[src/rtl/uart_mem_port.sv]
`default_nettype none
// +----------------------------------------------------------------------------+
// | uart_mem_port : MEM-stage RAM1/UART byte-bus port with UART handshake FSM. |
// | Optional UART_TIMEOUT_EN bounds wait states, sets sticky uart_err. Rev 1.0 |
// +----------------------------------------------------------------------------+
module uart_mem_port #(
  parameter int WR_PULSE_CYC = 2,
  parameter int RD_PULSE_CYC = 2,
  parameter int TIMEOUT_CYC  = 1024
) (
  input  logic        clk,
  input  logic        rst,
  input  logic        mem_read,
  input  logic        mem_write,
  input  logic [15:0] addr,
  input  logic [15:0] wdata,
  output logic [15:0] rdata,
  output logic        mem_conflict,
  output logic        uart_conflict,
  output logic        uart_rdn,
  output logic        uart_wrn,
  input  logic        uart_tbre,
  input  logic        uart_tsre,
  input  logic        uart_data_ready,
  input  logic [7:0]  bus_din,
  output logic [7:0]  bus_dout,
  output logic        bus_oe,
  output logic        uart_err
);

  localparam logic [15:0] c_data_addr = 16'hBF00;
  localparam logic [15:0] c_stat_addr = 16'hBF01;
  localparam int c_pulse_max = (WR_PULSE_CYC > RD_PULSE_CYC) ? WR_PULSE_CYC : RD_PULSE_CYC;
  localparam int c_cnt_w     = $clog2(c_pulse_max) + 1;
  localparam logic [c_cnt_w-1:0] c_cnt_one = c_cnt_w'(1);
  localparam logic [c_cnt_w-1:0] c_wr_last = c_cnt_w'(WR_PULSE_CYC - 1);
  localparam logic [c_cnt_w-1:0] c_rd_last = c_cnt_w'(RD_PULSE_CYC - 1);

  typedef enum logic [3:0] {
    ST_IDLE     = 4'd0,
    ST_WR_SETUP = 4'd1,
    ST_WR_PULSE = 4'd2,
    ST_WR_TBRE  = 4'd3,
    ST_WR_TSRE  = 4'd4,
    ST_RD_WAIT  = 4'd5,
    ST_RD_PULSE = 4'd6,
    ST_DONE     = 4'd7
  } state_t;

  state_t               state_q, state_d;
  logic [c_cnt_w-1:0]   cnt_q, cnt_d;
  logic [15:0]          rdata_q, rdata_d;
  logic [7:0]           bus_dout_q, bus_dout_d;
  logic                 bus_oe_q, bus_oe_d;
  logic                 rdn_q, rdn_d;
  logic                 wrn_q, wrn_d;

  logic                 w_any_access;
  logic                 w_uart_req;
  logic                 w_stat_rd;
  logic                 w_unused;

`ifdef UART_TIMEOUT_EN
  localparam int c_tmo_w = $clog2(TIMEOUT_CYC) + 1;
  localparam logic [c_tmo_w-1:0] c_tmo_one  = c_tmo_w'(1);
  localparam logic [c_tmo_w-1:0] c_tmo_last = c_tmo_w'(TIMEOUT_CYC - 1);

  logic [c_tmo_w-1:0]   tmo_q, tmo_d;
  logic                 err_q, err_d;
  logic                 w_wait_state;

  assign w_wait_state = (state_q == ST_RD_WAIT) | (state_q == ST_WR_TBRE) | (state_q == ST_WR_TSRE);
  assign uart_err     = err_q;
  assign w_unused     = ^wdata[15:8];
`else
  localparam logic c_unused_tmo = (TIMEOUT_CYC > 0);

  assign uart_err = 1'b0;
  assign w_unused = ^{wdata[15:8], c_unused_tmo};
`endif

  assign w_any_access  = mem_read | mem_write;
  assign w_uart_req    = w_any_access & (addr == c_data_addr);
  assign w_stat_rd     = mem_read & (addr == c_stat_addr);
  assign mem_conflict  = w_any_access & ~addr[15];
  // Active-low stall: asserted for the accepting IDLE cycle and every busy state.
  assign uart_conflict = ~(((state_q == ST_IDLE) & w_uart_req) |
                           ((state_q != ST_IDLE) & (state_q != ST_DONE)));
  assign rdata         = w_stat_rd ? {14'b0, uart_data_ready, uart_tbre & uart_tsre} : rdata_q;

  assign uart_rdn = rdn_q;
  assign uart_wrn = wrn_q;
  assign bus_dout = bus_dout_q;
  assign bus_oe   = bus_oe_q;

  always_comb begin
    state_d    = state_q;
    cnt_d      = cnt_q;
    rdata_d    = rdata_q;
    bus_dout_d = bus_dout_q;
`ifdef UART_TIMEOUT_EN
    tmo_d      = '0;
    err_d      = err_q;
`endif

    case (state_q)
      ST_IDLE: begin
        if (w_uart_req) begin
          if (mem_write) begin
            state_d    = ST_WR_SETUP;
            bus_dout_d = wdata[7:0];
          end else begin
            state_d    = ST_RD_WAIT;
          end
        end
      end
      ST_WR_SETUP: state_d = ST_WR_PULSE;
      ST_WR_PULSE: begin
        cnt_d = cnt_q + c_cnt_one;
        if (cnt_q == c_wr_last) state_d = ST_WR_TBRE;
      end
      ST_WR_TBRE: if (uart_tbre) state_d = ST_WR_TSRE;
      ST_WR_TSRE: if (uart_tsre) state_d = ST_DONE;
      ST_RD_WAIT: if (uart_data_ready) state_d = ST_RD_PULSE;
      ST_RD_PULSE: begin
        cnt_d = cnt_q + c_cnt_one;
        if (cnt_q == c_rd_last) begin
          state_d = ST_DONE;
          rdata_d = {8'h00, bus_din};
        end
      end
      ST_DONE: state_d = ST_IDLE;
      default: state_d = ST_IDLE;
    endcase

`ifdef UART_TIMEOUT_EN
    // A wait state that is still unsatisfied on its last allowed cycle bails out to DONE.
    if (w_wait_state && (state_d == state_q)) begin
      if (tmo_q == c_tmo_last) begin
        state_d = ST_DONE;
        err_d   = 1'b1;
        if (state_q == ST_RD_WAIT) rdata_d = 16'h00FF;
      end else begin
        tmo_d = tmo_q + c_tmo_one;
      end
    end
`endif

    if (state_d != state_q) cnt_d = '0;

    bus_oe_d = (state_d == ST_WR_SETUP) | (state_d == ST_WR_PULSE);
    wrn_d    = (state_d != ST_WR_PULSE);
    rdn_d    = (state_d != ST_RD_PULSE);
  end

  always_ff @(posedge clk) begin
    if (rst) begin
      state_q    <= ST_IDLE;
      cnt_q      <= '0;
      rdata_q    <= '0;
      bus_dout_q <= '0;
      bus_oe_q   <= 1'b0;
      rdn_q      <= 1'b1;
      wrn_q      <= 1'b1;
`ifdef UART_TIMEOUT_EN
      tmo_q      <= '0;
      err_q      <= 1'b0;
`endif
    end else begin
      state_q    <= state_d;
      cnt_q      <= cnt_d;
      rdata_q    <= rdata_d;
      bus_dout_q <= bus_dout_d;
      bus_oe_q   <= bus_oe_d;
      rdn_q      <= rdn_d;
      wrn_q      <= wrn_d;
`ifdef UART_TIMEOUT_EN
      tmo_q      <= tmo_d;
      err_q      <= err_d;
`endif
    end
  end

endmodule
`default_nettype wire

[config.mk]
export PLATFORM = sky130hd
export DESIGN_NAME = uart_mem_port
export DESIGN_NICKNAME = d
export VERILOG_FILES = /design/src/rtl/uart_mem_port.sv
export SDC_FILE = /design/constraint.sdc
export NUM_CORES = 1
export LEC_CHECK = 0
export BUFFER_PORTS_ARGS = -buffer_cell sky130_fd_sc_hd__buf_2
export CAP_MARGIN = 20
export CORE_ASPECT_RATIO = 1.2
export CORE_UTILIZATION = 48
export CTS_BUF_LIST = sky130_fd_sc_hd__clkbuf_8
export DETAILED_ROUTE_END_ITERATION = 12
export PLACE_DENSITY = 0.87
export SYNTH_ARGS = -nofsm -noshare
export SYNTH_HDL_FRONTEND = slang
export SYNTH_SLANG_ARGS = --single-unit
[constraint.sdc]
create_clock -name clk -period 3.1 [get_ports clk]
set_input_delay 0.31 -clock clk [delete_from_list [all_inputs] [get_ports clk]]
set_output_delay 0.31 -clock clk [all_outputs]
set_load 0.02 [all_outputs]
==> run_results.csv <==
group,metric,value,unit
placed_design,hpwl,2280,microns
global_route,grtUsageTotal,20.1,%
detailed_routing,drc,0,
detailed_routing,antenna_left,0,
synthesis,yosys.cell_types.count,39,
timing,min_period,2.46,ns
timing,clock_skew,0.00305,ns
clocking,postCtsSetupRepairBufs,0,
power,leakagePower,0.000732,uW
synthesis,ys_seq_area_share,37.6,%
timing,setup_violations,0,
run_status,status,"complete, no violations",
placed_design,place_inst,243,
placed_design,finalWeightedCongestion,0.755,
finish,drive_above_1_share,33.2,%
setup_path,cp_common_cell,"buf_2",
clocking,cts_max_path_buffers,2,
finish,final_nets,263,
clocking,post_cts_resized,0,
power,pwr_density_cell,346,nW/um^2
finish,final_cell_mix,"buf_2 (59), dfxtp_1 (25), nor2_1 (17)",
timing,report.final.slew_viol_count,0,
global_route,first_global_vias,1093,
finish,layout_commonest_cell,"buf_2",
global_route,use_met1,22.6,%
synthesis,syn_area_per_cell,8.42,sq um
placed_design,place_area,1600,sq um
setup_path,r2r_end,"bus_dout[5]",
floorplanning,die-height,59.7,microns
clocking,htreeDepth,1,
placed_design,port_buffers,59,
synthesis,synthCells,158,
clocking,cts_tree,"built",
synthesis,synthXorXnorAreaFrac,0.659,%
synthesis,synth_top_family_by_area,"simple AND/OR/NAND/NOR gates",
power,ir_drop,0.450,mV
synthesis,synth-simple-area-share,32.1,%
floorplanning,die_w,50.1,microns
detailed_routing,first_iter_violations,33,
timing,max_slew_margin,56.5,%
worst_hold_path,min_path_cells,3,
worst_hold_path,hold_path.startpoint,"bus_din[4]",
floorplanning,core_area,2580,sq um
detailed_routing,wl_per_cell,11.7,microns
detailed_routing,finalWirelength,2880,microns
setup_path,r2r_slack,1.14,ns
worst_hold_path,holdCritPathClass,"primary input to flop",
global_route,busiest_layer,"met2",
synthesis,synth_fa_ha_area_share,0.941,%
clocking,clk_latency,0.26,ns
synthesis,synth_warnings,0,
synthesis,netlist_area,1330,sq um
timing,fmax,407,MHz
finish,design_area,1650,sq um
timing,tns,0,ns
worst_hold_path,hold_end,"rdata_q[4]",
setup_path,slowest_stage,"or4b_1",
floorplanning,row_count,20,
synthesis,ys_ff_latch,25,
detailed_routing,via_per_inst,5.15,
setup_path,worst_setup_path_end_kind,"output port",
setup_path,critPathMaxStageDelay,0.58,ns
global_route,grtUsageMet2,37.0,%
synthesis,synthFlopType,"dfxtp_1",
setup_path,reg2regPathDepth,5,
setup_path,worstPathMaxFanout,3,
clocking,cts_sinks,25,
clocking,clkTransAtPathRegs,0.09,ns
setup_path,worstReg2RegStart,"state_q[0]",
global_route,grt_pass1_wl,4570,microns
synthesis,synth_edf_count,0,
clocking,cts_buffers,3,
setup_path,crit_chain,"buf_2 -> or4b_1 -> nor4_2 -> and3_1 -> mux2_1 -> buf_2",
setup_path,crit_path_start_kind,"primary input",
timing,tightest_slew,0.636,ns
detailed_routing,vias,1273,
synthesis,synthArstFlopShare,0,%
global_route,grt_max_degree,22,
global_route,grt_overflow,0,
synthesis,yosys-mux-area-fraction,6.87,%
clocking,root_buffer,"clkbuf_8",
setup_path,critical_path_class,"primary input to output port",
global_route,antenna_found_initial,0,
job,maxCapViolCount,0,
synthesis,synth-compound-area-share,12.1,%
clocking,cts_hold_buf,0,
floorplanning,pin_count,77,
global_route,met3_usage,4.58,%
finish,instances_no_fill,247,
detailed_routing,first_pass_iters,4,
timing,final_hold_viol_count,0,
floorplanning,fp.dieArea,2990,sq um
floorplanning,start_util,51.6,%
timing,fin_crit_sh,79.3,%
finish,antennaDiodeCount,0,
finish,area_delta_synth_final,24.1,%
setup_path,cp.required,2.79,ns
timing,rsz0062_at_grt,"false",
setup_path,crit_arrival,2.15,ns
metal layers:
metal	share of wire, %	wire, microns
met1	41	1180
met2	51	1470
met3	7.1	205
met4	1.1	31
met5	0	0
cells in the mapped netlist, types with 2 or more instances:
master,number,area share (%)
buf_2,4,1.5
nand3_1,11,4.1
nand3b_1,4,2.3
o21ai_0,3,1.1
nor3b_1,2,1.1
buf_4,11,6.2
nand2_1,12,3.4
dfxtp_1,25,38
nor4_2,2,1.9
inv_1,3,0.85
a21oi_1,15,5.6
nor2_1,17,4.8
nor2b_1,9,4.2
a211oi_1,2,1.1
or3_1,2,0.94
a31oi_1,2,0.94
o21ai_1,2,0.75
and3_1,2,0.94
clkbuf_1,3,0.85
mux2i_1,8,6.0
where the power goes:
part	total [uW]	internal [uW]	switching [uW]
Clock	192	90.9	101
Sequential	324	321	2.12
Combinational	54.8	23.8	31.0
registers in the layout, indices dropped and copies added (netlist names):
signal    cells
uart_rdn      1
uart_wrn      1
bus_dout      8
state_q       4
cnt_q         2
rdata_q       8
bus_oe        1
layout make-up:
cell class / count / area (sq um)
fill: 229 / 927
multi-input combinational: 121 / 738
sequential: 25 / 500
timing repair buffer: 61 / 310
clock buffer: 3 / 41.3
tap: 33 / 41.3
inverter: 3 / 11.3
clock inverter: 1 / 7.51
per-stage QoR:
stage          hold WS, ns  total power [uW]  setup slack [ns]  util, %
6_report             0.278               570             0.643     64.0
5_1_grt              0.274               595             0.548     64.0
4_1_cts              0.277               573             0.626     64.0
3_5_place_dp         0.442               386             0.633     62.1
3_3_place_gp         0.437               385             0.669     62.1
2_1_floorplan        0.452               365             0.919        -
logic make-up after synthesis:
logic type                 count (synthesis)
AOI/OAI and AO/OA                         28
xor gates and xnor gates                   1
adders and majority gates                  1
buffers and inverters                     21
DFF                                       25
muxes                                      9
other                                      1
and+or+nand+nor                           72
worst max path at each step:
stage          cells after the start  startpoint  endpoint
2_1_floorplan                      5     addr[5]  rdata[1]
3_3_place_gp                       6     addr[5]  rdata[1]
3_5_place_dp                       6     addr[5]  rdata[1]
4_1_cts                            6     addr[5]  rdata[1]
5_1_grt                            6     addr[5]  rdata[1]
6_report                           6     addr[5]  rdata[1]
critical path: cells and delay by family:
| family | cells | cell delay [ns] |
|---|---|---|
| simple gates | 3 | 1.26 |
| mux | 1 | 0.33 |
| buf+inv | 2 | 0.25 |
Note: power is estimated with default switching activity, not from simulation.
